### src/rtl/io_uart_pkg.sv
// Shared definitions for the port-mapped UART: register offsets, status layout
// and the transmit/receive state encodings.
package io_uart_pkg;

   localparam logic [7:0] IO_DATA = 8'd0;
   localparam logic [7:0] IO_STAT = 8'd1;
   localparam logic [7:0] IO_DIV  = 8'd2;

   typedef struct packed {
      logic [9:0] rsvd;
      logic       tx_overflow;
      logic       frame_err;
      logic       tx_idle;
      logic       tx_full;
      logic       rx_overrun;
      logic       rx_valid;
   } status_t;

   typedef enum logic [1:0] {TX_IDLE, TX_START, TX_DATA, TX_STOP} tx_state_e;
   typedef enum logic [1:0] {RX_IDLE, RX_START, RX_DATA, RX_STOP} rx_state_e;

   // Half a bit period for the receiver's start-bit centring, never below one cycle.
   function automatic logic [15:0] half_div(input logic [15:0] div);
      return (div < 16'd2) ? 16'd1 : (div >> 1);
   endfunction

endpackage

### src/rtl/io_fifo.sv
// Synchronous FIFO with full/empty flags; a push into a full FIFO is accepted
// only when a pop on the same edge frees a slot.
module io_fifo #(
   parameter int WIDTH = 8,
   parameter int DEPTH = 4
) (
   input  logic             clk,
   input  logic             rst,
   input  logic             push_i,
   input  logic [WIDTH-1:0] wdata_i,
   input  logic             pop_i,
   output logic [WIDTH-1:0] rdata_o,
   output logic             full_o,
   output logic             empty_o
);

   localparam int            AW        = $clog2(DEPTH);
   localparam logic [AW:0]   DEPTH_CNT = (AW + 1)'(DEPTH);

   logic [AW-1:0] wr_ptr_q, rd_ptr_q;
   logic [AW:0]   count_q;
   logic [WIDTH-1:0] mem_q [DEPTH];
   logic do_push, do_pop;

   assign full_o  = (count_q == DEPTH_CNT);
   assign empty_o = (count_q == '0);
   assign do_pop  = pop_i && !empty_o;
   assign do_push = push_i && (!full_o || do_pop);
   assign rdata_o = mem_q[rd_ptr_q];

   always_ff @(posedge clk or negedge rst) begin
      if (!rst) begin
         wr_ptr_q <= '0;
         rd_ptr_q <= '0;
         count_q  <= '0;
      end else begin
         if (do_push) wr_ptr_q <= wr_ptr_q + 1'b1;
         if (do_pop)  rd_ptr_q <= rd_ptr_q + 1'b1;
         case ({do_push, do_pop})
            2'b10:   count_q <= count_q + 1'b1;
            2'b01:   count_q <= count_q - 1'b1;
            default: count_q <= count_q;
         endcase
      end
   end

   // NOTE: storage is not reset; the pointers and count alone define what is valid.
   always_ff @(posedge clk) begin
      if (do_push) mem_q[wr_ptr_q] <= wdata_i;
   end

endmodule

### src/rtl/io_uart.sv
// Port-mapped 8N1 UART: data/status/divisor registers, FIFO-backed transmitter
// and a receiver with a single-byte holding register.
module io_uart
   import io_uart_pkg::*;
#(
   parameter logic [7:0]  BASE      = 8'h10,
   parameter logic [15:0] DIV_RESET = 16'd434,
   parameter int          TX_DEPTH  = 4
) (
   input  logic        clk,
   input  logic        rst,
   input  logic        io_oe,
   input  logic        io_we,
   input  logic [7:0]  io_port,
   input  logic [15:0] io_in,
   output logic [15:0] io_out,
   input  logic        rxd,
   output logic        txd,
   output logic [15:0] disp_status
);

   logic [7:0]  offset;
   logic        hit, oe_q, rd_fire, rd_data, rd_stat, wr_data, wr_div;
   logic [15:0] div_q;
   logic        fifo_pop, fifo_full, fifo_empty;
   logic [7:0]  fifo_rdata;
   tx_state_e   tx_state_q, tx_state_d;
   logic [15:0] tx_cnt_q, tx_cnt_d;
   logic [2:0]  tx_bit_q, tx_bit_d;
   logic [7:0]  tx_shift_q, tx_shift_d;
   logic        txd_q, txd_d;
   logic        rx_s1_q, rx_s2_q, rx_s3_q;
   rx_state_e   rx_state_q, rx_state_d;
   logic [15:0] rx_cnt_q, rx_cnt_d;
   logic [2:0]  rx_bit_q, rx_bit_d;
   logic [7:0]  rx_shift_q, rx_shift_d, rx_byte_q, rx_byte_d;
   logic        rx_done, rx_stop;
   logic        rx_valid_q, rx_valid_d, rx_overrun_q, rx_overrun_d;
   logic        frame_err_q, frame_err_d, tx_overflow_q, tx_overflow_d, valid_kept;
   status_t     status;

   // Offset arithmetic wraps, so a BASE near 8'hFF still decodes exactly three ports.
   assign offset  = io_port - BASE;
   assign hit     = (offset <= IO_DIV);
   assign rd_fire = io_oe && !oe_q && hit;
   assign rd_data = rd_fire && (offset == IO_DATA);
   assign rd_stat = rd_fire && (offset == IO_STAT);
   assign wr_data = io_we && hit && (offset == IO_DATA);
   assign wr_div  = io_we && hit && (offset == IO_DIV);

   io_fifo #(.WIDTH(8), .DEPTH(TX_DEPTH)) u_tx_fifo (
      .clk     (clk),
      .rst     (rst),
      .push_i  (wr_data),
      .wdata_i (io_in[7:0]),
      .pop_i   (fifo_pop),
      .rdata_o (fifo_rdata),
      .full_o  (fifo_full),
      .empty_o (fifo_empty)
   );

   always_comb begin
      // NOTE: every combinational output gets a default first, so no path can infer a latch.
      tx_state_d = tx_state_q;
      tx_cnt_d   = tx_cnt_q;
      tx_bit_d   = tx_bit_q;
      tx_shift_d = tx_shift_q;
      fifo_pop   = 1'b0;
      if (tx_state_q != TX_IDLE && tx_cnt_q != 16'd0) tx_cnt_d = tx_cnt_q - 16'd1;
      case (tx_state_q)
         TX_IDLE: if (!fifo_empty) begin
            fifo_pop   = 1'b1;
            tx_shift_d = fifo_rdata;
            tx_cnt_d   = div_q - 16'd1;
            tx_state_d = TX_START;
         end
         TX_START: if (tx_cnt_q == 16'd0) begin
            tx_bit_d   = 3'd0;
            tx_cnt_d   = div_q - 16'd1;
            tx_state_d = TX_DATA;
         end
         TX_DATA: if (tx_cnt_q == 16'd0) begin
            tx_cnt_d = div_q - 16'd1;
            if (tx_bit_q == 3'd7) begin
               tx_state_d = TX_STOP;
            end else begin
               tx_bit_d   = tx_bit_q + 3'd1;
               tx_shift_d = tx_shift_q >> 1;
            end
         end
         TX_STOP: if (tx_cnt_q == 16'd0) begin
            if (!fifo_empty) begin
               fifo_pop   = 1'b1;
               tx_shift_d = fifo_rdata;
               tx_cnt_d   = div_q - 16'd1;
               tx_state_d = TX_START;
            end else begin
               tx_state_d = TX_IDLE;
            end
         end
         default: tx_state_d = TX_IDLE;
      endcase
      case (tx_state_d)
         TX_START: txd_d = 1'b0;
         TX_DATA:  txd_d = tx_shift_d[0];
         default:  txd_d = 1'b1;
      endcase
   end

   always_comb begin
      rx_state_d = rx_state_q;
      rx_cnt_d   = rx_cnt_q;
      rx_bit_d   = rx_bit_q;
      rx_shift_d = rx_shift_q;
      rx_done    = 1'b0;
      rx_stop    = 1'b0;
      if (rx_state_q != RX_IDLE && rx_cnt_q != 16'd0) rx_cnt_d = rx_cnt_q - 16'd1;
      case (rx_state_q)
         RX_IDLE: if (rx_s3_q && !rx_s2_q) begin
            rx_cnt_d   = half_div(div_q) - 16'd1;
            rx_state_d = RX_START;
         end
         RX_START: if (rx_cnt_q == 16'd0) begin
            rx_bit_d   = 3'd0;
            rx_cnt_d   = div_q - 16'd1;
            rx_state_d = rx_s2_q ? RX_IDLE : RX_DATA;
         end
         RX_DATA: if (rx_cnt_q == 16'd0) begin
            rx_shift_d = {rx_s2_q, rx_shift_q[7:1]};
            rx_cnt_d   = div_q - 16'd1;
            rx_bit_d   = rx_bit_q + 3'd1;
            if (rx_bit_q == 3'd7) rx_state_d = RX_STOP;
         end
         RX_STOP: if (rx_cnt_q == 16'd0) begin
            rx_done    = 1'b1;
            rx_stop    = rx_s2_q;
            rx_state_d = RX_IDLE;
         end
         default: rx_state_d = RX_IDLE;
      endcase
   end

   // A data read on the completing edge empties the holder first, so the new byte lands cleanly.
   always_comb begin
      valid_kept    = rx_valid_q && !rd_data;
      rx_valid_d    = valid_kept;
      rx_byte_d     = rx_byte_q;
      rx_overrun_d  = rx_overrun_q  && !rd_stat;
      frame_err_d   = frame_err_q   && !rd_stat;
      tx_overflow_d = (tx_overflow_q && !rd_stat) || (wr_data && fifo_full && !fifo_pop);
      if (rx_done) begin
         if (!rx_stop)        frame_err_d  = 1'b1;
         else if (valid_kept) rx_overrun_d = 1'b1;
         else begin
            rx_byte_d  = rx_shift_q;
            rx_valid_d = 1'b1;
         end
      end
   end

   always_ff @(posedge clk or negedge rst) begin
      if (!rst) begin
         oe_q          <= 1'b0;
         div_q         <= DIV_RESET;
         tx_state_q    <= TX_IDLE;
         tx_cnt_q      <= '0;
         tx_bit_q      <= '0;
         tx_shift_q    <= '0;
         txd_q         <= 1'b1;
         {rx_s1_q, rx_s2_q, rx_s3_q} <= 3'b111;
         rx_state_q    <= RX_IDLE;
         rx_cnt_q      <= '0;
         rx_bit_q      <= '0;
         rx_shift_q    <= '0;
         rx_byte_q     <= '0;
         rx_valid_q    <= 1'b0;
         rx_overrun_q  <= 1'b0;
         frame_err_q   <= 1'b0;
         tx_overflow_q <= 1'b0;
      end else begin
         // NOTE: non-blocking assignments so every register samples pre-edge values.
         oe_q <= io_oe;
         if (wr_div) div_q <= (io_in == 16'd0) ? 16'd1 : io_in;
         tx_state_q    <= tx_state_d;
         tx_cnt_q      <= tx_cnt_d;
         tx_bit_q      <= tx_bit_d;
         tx_shift_q    <= tx_shift_d;
         txd_q         <= txd_d;
         {rx_s1_q, rx_s2_q, rx_s3_q} <= {rxd, rx_s1_q, rx_s2_q};
         rx_state_q    <= rx_state_d;
         rx_cnt_q      <= rx_cnt_d;
         rx_bit_q      <= rx_bit_d;
         rx_shift_q    <= rx_shift_d;
         rx_byte_q     <= rx_byte_d;
         rx_valid_q    <= rx_valid_d;
         rx_overrun_q  <= rx_overrun_d;
         frame_err_q   <= frame_err_d;
         tx_overflow_q <= tx_overflow_d;
      end
   end

   always_comb begin
      status             = '0;
      status.rx_valid    = rx_valid_q;
      status.rx_overrun  = rx_overrun_q;
      status.tx_full     = fifo_full;
      status.tx_idle     = fifo_empty && (tx_state_q == TX_IDLE);
      status.frame_err   = frame_err_q;
      status.tx_overflow = tx_overflow_q;
   end

   always_comb begin
      io_out = '0;
      if (io_oe && hit) begin
         case (offset)
            IO_DATA: io_out = {8'h00, rx_byte_q};
            IO_STAT: io_out = status;
            IO_DIV:  io_out = div_q;
            default: io_out = '0;
         endcase
      end
   end

   assign txd         = txd_q;
   assign disp_status = status;

endmodule

### config.mk
export PLATFORM = sky130hd
export DESIGN_NAME = io_uart
export DESIGN_NICKNAME = d
export VERILOG_FILES = /design/src/rtl/io_uart_pkg.sv /design/src/rtl/io_fifo.sv /design/src/rtl/io_uart.sv
export SDC_FILE = /design/constraint.sdc
export NUM_CORES = 1
export LEC_CHECK = 0
export CORE_MARGIN = 10
export CORE_UTILIZATION = 35
export CTS_BUF_LIST = sky130_fd_sc_hd__clkbuf_4 sky130_fd_sc_hd__clkbuf_8
export CTS_CLUSTER_SIZE = 20
export DETAILED_ROUTE_END_ITERATION = 7
export PLACE_DENSITY_LB_ADDON = 0.12
export SLEW_MARGIN = 20
export SYNTH_ARGS = -nofsm -noshare
export SYNTH_HDL_FRONTEND = slang
export SYNTH_SLANG_ARGS = --single-unit
### constraint.sdc
create_clock -name clk -period 2.8 [get_ports clk]
set_input_delay 0.7 -clock clk [delete_from_list [all_inputs] [get_ports clk]]
set_output_delay 0.7 -clock clk [all_outputs]
set_load 0.02 [all_outputs]
==> summary.txt <==
Status
  – Status: finished clean

Yosys
  – Count of cell types in the netlist: 79
  – Async SR Flop Fraction: 75.38%
  – Post-synthesis sequential area ratio: 44.97%
  – Main synth FF type: dfrtp_1
  – Number of synthesized register bits: 130
  – Post-synth top area share: 29.25%
  – Largest cells by area after synthesis: dfrtp_1, edfxtp_1, mux2_2, ha_1, dfstp_2
  – Synth Warn #: 0
  – Largest area contributor in the netlist: dfrtp_1
  – Syn_area_per_cell: 10.55 sq um
  – Post-synth EDFFs: 32
  – Area of the mapped netlist: 7615 sq um
  – Post-synthesis cell count: 722

Detailed routing
  – Vias per inst: 5.279
  – DR vias: 5839
  – Total wire length: 20070 um
  – 1st-iter DRT viols: 267
  – Residual DRC: 0
  – DR WL/cell: 18.15 um
  – First-pass detailed-route iteration total: 5
  – Antenna viol nets, final: 0

Clock network
  – Clock Pin Slew Worst Setup and Hold Paths: 0.08 ns
  – CTS Hold Buffers Added: 0
  – CTS tree: built
  – # H-tree levels: 4
  – Clock Latency Late Sink: 0.45 ns
  – # clock sinks: 130
  – Post-CTS Setup Bufs: 0
  – Maximum buffer depth of the clock tree: 2
  – Clock root buffer: clkbuf_8
  – TritonCTS buffer count: 17

Pwr
  – Flop pwr share: 31.2%
  – VDD IR max: 0.4615 mV
  – Clock power frac: 21.1%
  – Power density cells: 904.9 nW/um^2
  – Combinational Power Share: 47.8%
  – Switching pwr: 3.441 mW
  – Leak pwr: 4.005 nW
  – Pint: 5.036 mW
  – Switching share of power: 40.59%

Die
  – Initial core utilization: 35.88%
  – Row count: 53
  – Chip height: 167.5 um
  – Core area: 21220 sq um
  – Chip Width: 167.5 um
  – IO Pins: 62
  – Die Area: 28060 sq um

STA
  – Slew Viols, Final: 0
  – Final WS setup: 0.07481 ns
  – Slew headroom: 42.86%
  – Max Clock Freq: 366.9 MHz
  – Final setup fails: 0
  – Final Cycle Share: 97.33%
  – Slew at the pin with the worst max-slew slack: 0.8572 ns
  – Clock skew: 0.01514 ns
  – Tmin final: 2.725 ns
  – Hold Vio Cnt, Final: 0
  – Hold slack final: 0.2201 ns
  – RSZ-0062 raised after global routing: true

Place
  – Post-Place Setup Slack: -0.7894 ns
  – Port bufs: 51
  – Placed Cells incl. Taps: 1075
  – HPWL after DPL: 15550 um
  – GP Congestion: 0.8783

Worst setup path
  – CP Cell Sequence: buf_6 > or4b_4 > nor3_4 > and3_4 > and2_4 > buf_6
  – Worst reg2reg startpoint: tx_cnt_q[0]
  – Most frequent CP cell: buf_6
  – CP peak stage delay: 0.55 ns
  – Worst EP arrival: 2.03 ns
  – Worst Path Required: 2.10 ns
  – CP startpoint kind: primary input
  – CP endpoint kind: output pin
  – Slowest stage cell, crit path: or4b_4
  – Critical path peak fanout: 8
  – Crit path from: io_port[3]
  – CP Class: primary input to output pin

Worst hold path
  – Hold crit path type: primary input to async pin

Layout
  – Sequential Area: 3425 sq um
  – Nets: 872
  – Synth-to-Final Area Change: 23.02%
  – Final core occ: 44.15%
  – Share of layout cells above drive strength 1: 26.96%
  – Filler instances: 2022
  – Fin cells: 1106
  – Diodes inserted: 0
  – Most frequent cells in the layout: dfrtp_1, buf_4, nand2_1
  – Area of the multi-input gates: 3964 sq um
  – Most common cell after layout, fill and taps aside: dfrtp_1

Global routing
  – Largest net degree at the start of global routing: 42
  – Total GRT Usage: 14.38%
  – Number of global-route vias before repair: 6056
  – Total gr overflow: 0
  – Initial antenna violation count: 0
  – First-pass GRT wire length: 32890 um

Flow run
  – Max-Cap Viols: 0
## path summary, 6_finish.rpt
| kind | slack [ns] | cells past startpoint | endpoint |
|---|---|---|---|
| hold / removal | 0.22 | 1 | rx_state_q[0] |
| max in group asynchronous | 1.84 | 2 | rx_shift_q[7] |
| min in group clk | 0.36 | 0 | rx_s2_q |
| setup / recovery | 0.07 | 6 | io_out[10] |
| setup reg to reg | 0.11 | 15 | u_tx_fifo.count_q[2] |
| hold reg to reg | 0.36 | 0 | rx_s2_q |
## sequential cells by signal (all words and copies together), names as in the netlist, 8 cells and up, named ones only
register	count
rx_cnt_q	16
tx_cnt_q	16
u_tx_fifo.mem_q	32
rx_byte_q	8
rx_shift_q	8
tx_shift_q	8
div_q	16
## power groups by stage
| stage | logic, mW | registers, mW | clock network, mW |
|---|---|---|---|
| 2_1_floorplan | 2.77 | 2.58 | 0 |
| 5_1_grt | 4.46 | 2.70 | 1.93 |
| 4_1_cts | 4.01 | 2.64 | 1.84 |
| 3_3_place_gp | 3.92 | 2.66 | 0 |
| 6_report | 4.05 | 2.64 | 1.79 |
| 3_5_place_dp | 3.97 | 2.68 | 0 |
## per-stage QoR
step	power (mW)	cell area, sq um	setup TNS, ns
2_1_floorplan	5.353	7667	0
3_3_place_gp	6.579	8847	-28.34
3_5_place_dp	6.647	8847	-30.17
4_1_cts	8.496	9308	-0.1670
5_1_grt	9.094	9368	-0.08220
6_report	8.477	9368	0
## cells in the mapped netlist (3+ instances only)
cell       instances
buf_2              7
xor2_1            26
clkbuf_1          26
nor2_1            53
mux4_2             8
or3_1              5
a221oi_1           3
o21a_1             4
nand4_1            3
o32ai_1            3
dfstp_2            9
and4_1             5
a22oi_1            9
a22o_1            17
and3_1             5
inv_1             25
nor4b_1            3
nand3_1            7
dfrtp_1           89
nor4_4             5
a2bb2oi_1          4
a21oi_1           28
ha_1              24
nand2b_1           6
o21ai_0           28
and2_1            17
nor4_2             3
o211ai_1           6
nand2_1           59
mux2_2            32
a211oi_1           4
edfxtp_1          32
o22ai_1           22
mux2i_1           12
nor3_1            20
buf_4             17
xnor2_1           25
nor4_1            11
or4_1              5
## layout make-up
class | count | area share (%)
Clock buffer | 18 | 2.645
Clock inverter | 14 | 2.003
Inverter | 25 | 1.002
Multi-Input combinational cell | 521 | 42.31
Sequential cell | 130 | 36.56
Tap cell | 275 | 3.673
Timing Repair Buffer | 123 | 11.81
## what timing repair did
action	CTS	global route
pin swaps	10	5
resized for setup	116	20
endpoints found under the setup margin	19	26
## cells by family (layout without fill, tap and decap cells)
logic type,after synthesis,in the layout,share of synthesized area [%]
simple gates,231,231,17.48
compound gates,152,152,13.64
flops,130,130,44.97
buf+inv,80,180,5.110
mux,52,52,8.676
xor+xnor,51,51,5.866
fa+ha+maj,25,25,4.206
other cells,1,10,0.04925
## metal layers
layer	vias up	GRT usage [%]	part of all wire, %
met5	-	0	0
met4	0	5.753	2.5
met3	29	3.816	5.2
met2	147	22.72	47
met1	2852	18.29	46
li1	2811	-	-
## worst max-delay path: cells and delay by family
kind	cells	cell delay, ns
buf+inv	2	0.20
simple gates	4	1.13
Power figures use the tool's default switching activity.
